### src/rtl/picorv32_avl_bridge.sv
// picorv32_avl_bridge
// Bridges the PicoRV32 native memory interface onto a single-beat Avalon-MM
// master port in front of a DDR3 EMIF. The 8 MB window selected by
// mem_addr[31:23] == BASE_HI is served; every other address is ignored.
//
// Ports
//   clk_clk, reset_reset        clock, asynchronous active-high reset
//   mem_valid/addr/wdata/wstrb  CPU request (wstrb == 0 means read)
//   mem_ready, mem_rdata        one-cycle completion pulse and read data
//   avl_*                       Avalon-MM master (burstcount fixed at 1)
//   local_init_done/cal_fail    EMIF calibration status
//   err_flag                    sticky error (timeout or calibration failure)
//   busy                        high in every state except IDLE and ERROR
//   dbg_state                   current FSM state, for checkers
//
// Handshakes: the CPU holds mem_valid and its payload until it sees mem_ready
// high for one cycle. On the Avalon side a command (avl_read or avl_write) is
// accepted on the rising edge where avl_waitrequest_n is 1; until then the
// command and its address/data/byteenable are held unchanged.
module picorv32_avl_bridge #(
  parameter logic [8:0] BASE_HI    = 9'h000,
  parameter int         RD_TIMEOUT = 1023
) (
  input  logic        clk_clk,
  input  logic        reset_reset,
  input  logic        mem_valid,
  input  logic [31:0] mem_addr,
  input  logic [31:0] mem_wdata,
  input  logic [3:0]  mem_wstrb,
  output logic        mem_ready,
  output logic [31:0] mem_rdata,
  output logic [20:0] avl_address,
  output logic        avl_read,
  output logic        avl_write,
  output logic [31:0] avl_writedata,
  output logic [3:0]  avl_byteenable,
  output logic [2:0]  avl_burstcount,
  output logic        avl_beginbursttransfer,
  input  logic        avl_waitrequest_n,
  input  logic        avl_readdatavalid,
  input  logic [31:0] avl_readdata,
  input  logic        local_init_done,
  input  logic        local_cal_fail,
  output logic        err_flag,
  output logic        busy,
  output logic [2:0]  dbg_state
);

  typedef enum logic [2:0] {
    IDLE    = 3'd0,
    WR_CMD  = 3'd1,
    RD_CMD  = 3'd2,
    RD_WAIT = 3'd3,
    RESP    = 3'd4,
    ERROR   = 3'd5
  } state_t;

  localparam logic [9:0]  TO_LIM   = 10'(RD_TIMEOUT);
  localparam logic [31:0] ERR_WORD = 32'hDEADBEEF;

  state_t      state;
  logic [9:0]  to_cnt;
  logic        cal_pend;   // calibration failure seen while a command is outstanding
  logic        selected;
  logic        unused_ok;

  // mem_ready is part of the select term so the cycle carrying the response
  // never re-launches the same request.
  assign selected       = mem_valid && (mem_addr[31:23] == BASE_HI) && !mem_ready;
  assign avl_burstcount = 3'd1;
  assign dbg_state      = state;
  assign unused_ok      = &{1'b0, mem_addr[1:0]};

  always_ff @(posedge clk_clk or posedge reset_reset) begin
    if (reset_reset) begin
      state                  <= IDLE;
      mem_ready              <= 1'b0;
      mem_rdata              <= 32'h0;
      avl_read               <= 1'b0;
      avl_write              <= 1'b0;
      avl_beginbursttransfer <= 1'b0;
      avl_address            <= 21'h0;
      avl_writedata          <= 32'h0;
      avl_byteenable         <= 4'h0;
      err_flag               <= 1'b0;
      busy                   <= 1'b0;
      to_cnt                 <= 10'h0;
      cal_pend               <= 1'b0;
    end else begin
      // Both are single-cycle pulses unless a branch below re-asserts them.
      mem_ready              <= 1'b0;
      avl_beginbursttransfer <= 1'b0;

      case (state)
        IDLE: begin
          if (local_cal_fail) begin
            err_flag <= 1'b1;
            state    <= ERROR;
          end else if (selected && local_init_done) begin
            avl_address            <= mem_addr[22:2];
            avl_writedata          <= mem_wdata;
            avl_beginbursttransfer <= 1'b1;
            busy                   <= 1'b1;
            if (mem_wstrb != 4'h0) begin
              avl_byteenable <= mem_wstrb;
              avl_write      <= 1'b1;
              state          <= WR_CMD;
            end else begin
              avl_byteenable <= 4'hF;
              avl_read       <= 1'b1;
              state          <= RD_CMD;
            end
          end
        end

        WR_CMD, RD_CMD: begin
          // A calibration failure is remembered but the command stays on the
          // bus until the slave accepts it.
          if (local_cal_fail) cal_pend <= 1'b1;
          if (avl_waitrequest_n) begin
            avl_read  <= 1'b0;
            avl_write <= 1'b0;
            cal_pend  <= 1'b0;
            if (local_cal_fail || cal_pend) begin
              err_flag <= 1'b1;
              busy     <= 1'b0;
              state    <= ERROR;
            end else if (state == WR_CMD) begin
              mem_ready <= 1'b1;
              state     <= RESP;
            end else begin
              to_cnt <= 10'h0;
              state  <= RD_WAIT;
            end
          end
        end

        RD_WAIT: begin
          to_cnt <= to_cnt + 10'd1;
          if (local_cal_fail) begin
            err_flag <= 1'b1;
            busy     <= 1'b0;
            state    <= ERROR;
          end else if (avl_readdatavalid) begin
            // Data arriving in the final allowed cycle beats the timeout.
            mem_rdata <= avl_readdata;
            mem_ready <= 1'b1;
            state     <= RESP;
          end else if (to_cnt + 10'd1 == TO_LIM) begin
            mem_rdata <= ERR_WORD;
            mem_ready <= 1'b1;
            err_flag  <= 1'b1;
            busy      <= 1'b0;
            state     <= ERROR;
          end
        end

        RESP: begin
          busy <= 1'b0;
          if (local_cal_fail) begin
            err_flag <= 1'b1;
            state    <= ERROR;
          end else begin
            state <= IDLE;
          end
        end

        ERROR: begin
          // Terminal until reset: answer every selected request with the
          // error word, never touch the Avalon bus.
          if (selected) begin
            mem_ready <= 1'b1;
            mem_rdata <= ERR_WORD;
          end
        end

        default: begin
          busy  <= 1'b0;
          state <= IDLE;
        end
      endcase
    end
  end

endmodule
### config.mk
export PLATFORM = sky130hd
export DESIGN_NAME = picorv32_avl_bridge
export DESIGN_NICKNAME = d
export VERILOG_FILES = /design/src/rtl/picorv32_avl_bridge.sv
export SDC_FILE = /design/constraint.sdc
export NUM_CORES = 1
export LEC_CHECK = 0
export BUFFER_PORTS_ARGS = -buffer_cell sky130_fd_sc_hd__buf_4
export CORE_MARGIN = 2
export CORE_UTILIZATION = 51
export CTS_CLUSTER_DIAMETER = 200
export DETAILED_ROUTE_END_ITERATION = 10
export PLACE_DENSITY = 0.87
export RECOVER_POWER = 25
export REMOVE_ABC_BUFFERS = 1
export SLEW_MARGIN = 20
export SYNTH_ARGS = -nofsm -noshare
export SYNTH_HDL_FRONTEND = slang
export SYNTH_SLANG_ARGS = --single-unit
### constraint.sdc
create_clock -name clk_clk -period 4.92 [get_ports clk_clk]
set_clock_uncertainty 0.1 [all_clocks]
set_input_delay 0.246 -clock clk_clk [delete_from_list [all_inputs] [get_ports clk_clk]]
set_output_delay 0.246 -clock clk_clk [all_outputs]
set_load 0.02 [all_outputs]
==> results.sh, run 1 <==
export IMPL_run_status="complete, but fails checks"
export IMPL_violations="capacitance limit, slew limit"
export IMPL_layout_drive_gt1_share_pct=40.73
export IMPL_crit_chain="or2_2 -> nor3_1 -> nor2b_4 -> buf_4 -> mux2_2"
export IMPL_yosys_cell_types_count=47
export IMPL_cts_setup_buffers=0
export IMPL_final_util_pct=75.10
export IMPL_path_buf_inv=1
export IMPL_syn_avg_cell_area_um2=12.46
export IMPL_end_kind="flip-flop"
export IMPL_gp_congestion=0.8705
export IMPL_syn_area_um2=4622
export IMPL_setup_tns_ps=0
export IMPL_postPlaceCellArea_um2=6175
export IMPL_power_leakage_uw=0.003330
export IMPL_vias=3872
export IMPL_grt_pass1_wl_um=19910
export IMPL_cts_tree="built"
export IMPL_wl_per_cell_um=18.04
export IMPL_cts_sinks=109
export IMPL_grt_overflow=0
export IMPL_r2r_start="dbg_state[0]"
export IMPL_grt_max_degree=62
export IMPL_yosysTopAreaCellShare_pct=59.01
export IMPL_clk_path_buf_depth=2
export IMPL_hold_class="input port to flip-flop"
export IMPL_synth_edf_count=0
export IMPL_syn2layout_area_growth_pct=42.39
export IMPL_dr_pass1_iters=4
export IMPL_clk_latency_ps=360
export IMPL_grt_total_usage_pct=25.47
export IMPL_drt_iter0_drc=165
export IMPL_maxCapViolCount=1
export IMPL_setup_viol=0
export IMPL_max_vdd_ir_drop_mv=0.1780
export IMPL_max_stage_delay_ps=760
export IMPL_synth_async_reset_ratio_pct=100.0
export IMPL_cts_reportedPaths_clkPinSlew_ps=100
export IMPL_cp_arrival_ps=3330
export IMPL_timing_critical_path_from="dbg_state[0]"
export IMPL_cts_buffers=9
export IMPL_fp_dieW_um=99.20
export IMPL_yosys_most_used_dff="dfrtp_1"
export IMPL_cp_required_ps=5060
export IMPL_crit_fanout=36
export IMPL_criticalPathCategory="flip-flop to flip-flop"
export IMPL_clock_root_buffer="clkbuf_8"
export IMPL_grt_setup_unrepaired="false"
export IMPL_vias_per_cell=5.438
export IMPL_hold_viol=0
export IMPL_worst_path_dominant_cell_family="simple AND/OR/NAND/NOR gates"
export IMPL_synth_largest_area_cell="dfrtp_1"
export IMPL_startpoint_type="flip-flop"
export IMPL_antenna_cells=0
export IMPL_maxSlewHeadroom_pct=-75.37
export IMPL_ant_nets=0
export IMPL_ctsResizeCount=0
export IMPL_coreArea_um2=8763
export IMPL_hp_start="avl_readdata[24]"
export IMPL_dp_final_hpwl_um=8622
export IMPL_die_height_um=99.20
export IMPL_yosysSeqAreaShare_pct=59.01
export IMPL_power_density_nw_per_um2=328.9
export IMPL_fin_crit_ps=3190
export IMPL_yosysWarnings=0
export IMPL_tightest_slew_ps=2616
export IMPL_final_area_um2=6581
export IMPL_fin_nets=709
export IMPL_finalCritPeriodShare_pct=64.84
export IMPL_die_area_um2=9840
export IMPL_synth_seq_cells=109
export IMPL_initial_utilization_pct=52.74
export IMPL_finalMaxSlewViolations=62
export IMPL_finalPower_uw=2165
export IMPL_slowest_stage="nor2b_4"
export IMPL_wirelength_um=12840
export IMPL_num_rows=34
export IMPL_drc=0
export IMPL_max_freq_ghz=0.3135
export IMPL_grt_pass1_vias=4005
export IMPL_synth_area_top_cells="dfrtp_1 59%, mux2_2 13%, o22a_1 4.5%"
export IMPL_io_pins=208
export IMPL_antenna_found_initial=0
export IMPL_htreeDepth=3
export IMPL_synthCells=371
export IMPL_numPortBuffers=202
## timing repair
action	in CTS	in global routing
endpoints found under the hold margin	88	8
endpoints found under the setup margin	0	0
hold buffers	29	8
## worst register-to-register path: stages, from the launching register on
cell and delay, ps:
dfrtp_1 590, or2_2 390, nor3_1 300, nor2b_4 760
buf_4 540, mux2_2 410
## area by class of cell
type | count | area (µm²)
Timing Repair Buffer | 242 | 1774
Clock buffer | 9 | 123.9
Multi-Input combinational cell | 232 | 1748
Tap cell | 108 | 135.1
Inverter | 6 | 23.77
Clock inverter | 6 | 48.80
Sequential cell | 109 | 2728
Fill cell | 609 | 2182
## worst paths after layout
kind | endpoint | slack (ps) | depth (start not counted)
setup / recovery | avl_address[5] | 1730 | 5
hold / removal | mem_rdata[24] | 9 | 2
setup reg to reg | avl_address[5] | 1730 | 5
hold reg to reg | err_flag | 360 | 1
max in group asynchronous | to_cnt[0] | 2100 | 4
min in group asynchronous | mem_rdata[23] | 1060 | 3
## Yosys cell counts (all sizes together), types with 3 or more instances
cell type  count
xnor2          3
nor2          19
and3           5
a22o           9
o21ai         22
a21o           3
nor2b          4
nor4           4
clkbuf         9
o31a           3
buf           16
nand3          8
a21oi         13
o311ai         4
dfrtp        109
o22a          24
nor3           4
inv            6
o31ai          5
mux2          53
nand2         24
## state kept, by name (all words and copies together), names as in the netlist, 3 cells and up
register / cells
avl_writedata: 32
mem_rdata: 32
avl_address: 21
to_cnt: 10
avl_byteenable: 4
dbg_state: 3
## placed cells by master (no fill, tap or decap), types with 3 or more instances in the layout
cell type	instances
mux2_2	53
a22o_1	9
and3_1	5
o21ai_0	21
xnor2_1	3
conb_1	3
clkbuf_1	36
dlygate4sd3_1	37
nor2_1	18
o31ai_1	4
nor4_1	4
o311ai_0	4
inv_1	5
nand2_1	23
clkbuf_8	9
nor3_1	4
nand3_1	7
clkinvlp_4	3
a21oi_1	13
nor2b_1	3
a21o_1	3
buf_4	168
o22a_1	24
dfrtp_1	109
## metrics by stage
step | std cells | hold slack [ps] | setup slack, ps
2_1_floorplan | 347 | 231.7 | 355.0
3_3_place_gp | 660 | 322.3 | 1907
3_5_place_dp | 660 | 336.0 | 1809
4_1_cts | 704 | 0.9918 | 1782
5_1_grt | 712 | 2.044 | 1575
6_report | 712 | 9.262 | 1730
## power breakdown
part | internal (µW) | switching [µW]
registers | 965 | 104
logic | 277 | 317
clock network | 185 | 316
## logic make-up (layout without fill, tap and decap cells)
group | Yosys count | after routing | share of synthesized area (%)
flip-flops | 109 | 109 | 59.01
AO/OA/AOI/OAI | 88 | 88 | 14.08
AND/OR/NAND/NOR | 80 | 80 | 8.690
multiplexers | 55 | 55 | 13.35
buffers and inverters | 31 | 263 | 3.411
XOR/XNOR | 4 | 4 | 0.7581
adder cells (fa/ha/maj) | 2 | 2 | 0.5413
other | 2 | 3 | 0.1625
## per-layer routing
metal / share of wire (%) / global-route usage [%]
met5: 0 / 0
met4: 2.5 / 7.798
met3: 6.2 / 6.325
met2: 54 / 46.99
met1: 37 / 29.05
Note: power is estimated with default switching activity, not from simulation.
==> run 2, diff against run 1 <==
--- a/config.mk
+++ b/config.mk
@@ -7,10 +7,10 @@
 export LEC_CHECK = 0
 export BUFFER_PORTS_ARGS = -buffer_cell sky130_fd_sc_hd__buf_4
 export CORE_MARGIN = 2
-export CORE_UTILIZATION = 51
+export CORE_UTILIZATION = 47
 export CTS_CLUSTER_DIAMETER = 200
 export DETAILED_ROUTE_END_ITERATION = 10
-export PLACE_DENSITY = 0.87
+export PLACE_DENSITY = 0.81
 export RECOVER_POWER = 25
 export REMOVE_ABC_BUFFERS = 1
 export SLEW_MARGIN = 20
==> constraint.sdc (replaced) <==
create_clock -name clk_clk -period 3.3 [get_ports clk_clk]
set_clock_uncertainty 0.1 [all_clocks]
set_input_delay 0.165 -clock clk_clk [delete_from_list [all_inputs] [get_ports clk_clk]]
set_output_delay 0.165 -clock clk_clk [all_outputs]
set_load 0.02 [all_outputs]
==> run 2 against run 1 <==
The run still ends with capacitance limit, slew limit left; count of clock-buffer cells in the layout is 1 higher; hold slack better by 36 ps; first-iteration DRC count is 24% lower; combinational power is 54% higher; final cell count is 11% higher; flip-flop and latch count stayed put; register-to-register slack worse by 940 ps.
==> results.sh, run 2 (same netlist as run 1, synthesis figures left out) <==
export IMPL_run_status="complete, but fails checks"
export IMPL_violations="capacitance limit, slew limit"
export IMPL_grt_pass1_vias=4199
export IMPL_place_inst=686
export IMPL_num_rows=36
export IMPL_path_buf_inv=0
export IMPL_max_freq_ghz=0.3989
export IMPL_final_fill_count=723
export IMPL_fp_dieW_um=103.2
export IMPL_gr_usage_met1_pct=29.52
export IMPL_grt_use_met3_pct=6.237
export IMPL_antenna_found_initial=0
export IMPL_vias_per_cell=5.158
export IMPL_grt_overflow=0
export IMPL_final_area_um2=7042
export IMPL_top_regs="avl_writedata (32), mem_rdata (32), avl_address (21)"
export IMPL_dp_final_hpwl_um=8043
export IMPL_ant_nets=0
export IMPL_grt_pass1_wl_um=20310
export IMPL_worst_path_dominant_cell_family="simple AND/OR/NAND/NOR gates"
export IMPL_cts_setup_buffers=0
export IMPL_dr_pass1_iters=4
export IMPL_numPortBuffers=202
export IMPL_fin_nets=764
export IMPL_wl_per_cell_um=16.58
export IMPL_wirelength_um=13150
export IMPL_vias=4090
export IMPL_grt_max_degree=91
export IMPL_ff_latch_area_um2=2728
export IMPL_grt_total_usage_pct=24.81
export IMPL_fin_crit_ps=2507
export IMPL_end_kind="flip-flop"
export IMPL_startpoint_type="flip-flop"
export IMPL_clock_root_buffer="clkbuf_8"
export IMPL_antenna_cells=0
export IMPL_cts_tree="built"
export IMPL_die_height_um=103.2
export IMPL_drc=0
export IMPL_r2r_cells=4
export IMPL_hold_viol=0
export IMPL_finalCritPeriodShare_pct=75.97
export IMPL_holdWs_ps=45.31
export IMPL_htreeDepth=3
export IMPL_dpl_worst_slack_ps=832.4
export IMPL_cts_sinks=109
export IMPL_clk_path_buf_depth=2
export IMPL_finalMaxSlewViolations=91
export IMPL_max_vdd_ir_drop_mv=0.3152
export IMPL_initial_utilization_pct=47.95
export IMPL_io_pins=208
export IMPL_ctsResizeCount=0
export IMPL_gp_congestion=0.8524
export IMPL_drt_iter0_drc=126
export IMPL_fin_cells=793
export IMPL_cp_required_ps=3450
export IMPL_postPlaceCellArea_um2=6226
export IMPL_grt_setup_unrepaired="false"
export IMPL_max_stage_delay_ps=710
export IMPL_worst_path_stages=4
export IMPL_cts_buffers=9
export IMPL_die_area_um2=10640
export IMPL_final_common_cell="buf_4"
export IMPL_syn2layout_area_growth_pct=52.36
export IMPL_cts_reportedPaths_clkPinSlew_ps=100
export IMPL_grt_busiest_layer="met2"
export IMPL_power_leakage_uw=0.003404
export IMPL_coreArea_um2=9639
export IMPL_multiInputGateArea_um2=1748
export IMPL_hold_depth=3
export IMPL_crit_chain="nor2b_1 -> and2_1 -> nand2_1 -> o22a_1"
export IMPL_hold_class="input port to flip-flop"
export IMPL_slowest_stage="dfrtp_1"
export IMPL_maxSlewHeadroom_pct=-25.07
export IMPL_cp_arrival_ps=2660
export IMPL_crit_fanout=24
export IMPL_power_density_nw_per_um2=473.6
export IMPL_fin_ws_ps=793.1
export IMPL_clk_latency_ps=370
export IMPL_gr_usage_met2_pct=43.96
export IMPL_maxCapViolCount=1
export IMPL_layout_drive_gt1_share_pct=31.06
export IMPL_tightest_slew_ps=1872
export IMPL_final_cell_mix="127 x buf_4, 109 x dfrtp_1, 91 x dlygate4sd3_1"
export IMPL_criticalPathCategory="flip-flop to flip-flop"
export IMPL_setup_viol=0
## run 2: worst paths after layout
check | startpoint | endpoint | slack, ps
worst max-delay path | dbg_state[1] | mem_rdata[7] | 790
worst min-delay path | avl_readdatavalid | busy | 50
worst max register to register | dbg_state[1] | mem_rdata[7] | 790
worst min register to register | err_flag | err_flag | 380
max in group asynchronous | reset_reset | avl_writedata[19] | 1340
min in group asynchronous | reset_reset | avl_address[10] | 790
## run 2: metrics by stage
step	util [%]	total power, µW	TNS, ps
2_1_floorplan	-	2142	-74440
3_3_place_gp	64.59	2419	0
3_5_place_dp	64.59	2462	0
4_1_cts	75.97	3363	0
5_1_grt	73.05	3526	0
6_report	73.05	3335	0
## run 2: final cells by class
class / instances / share of cell area [%]
clock inverters: 6 / 0.9773
clock buffers: 10 / 1.812
repair buffers: 297 / 30.92
flip-flops and latches: 109 / 38.73
inverters: 6 / 0.3731
well taps: 133 / 2.363
multi-input cells: 232 / 24.82
## run 2: routing by layer
layer / vias to the layer above / part of all wire, % / wire length [µm]
met3: 22 / 6.4 / 837
li1: 1903 / - / -
met5: - / 0 / 0
met2: 173 / 53 / 7006
met1: 1992 / 38 / 5036
met4: 0 / 2.0 / 267
## run 2: repair_timing
action                                 CTS  global route
hold buffers                            90             1
endpoints found under the hold margin   90            88
setup endpoints to repair                0             0
## run 2: power breakdown
| group | internal [µW] | switching (µW) | leakage, µW |
|---|---|---|---|
| Clock | 358 | 473 | 0.0000973 |
| Sequential | 1440 | 151 | 0.00146 |
| Combinational | 437 | 476 | 0.00185 |
| Total | 2230 | 1100 | 0.00340 |
## run 2: tightest hold or removal path, stage by stage
cell      delay (ps)
buf_4            150
o211ai_1         110
nand2_1           60
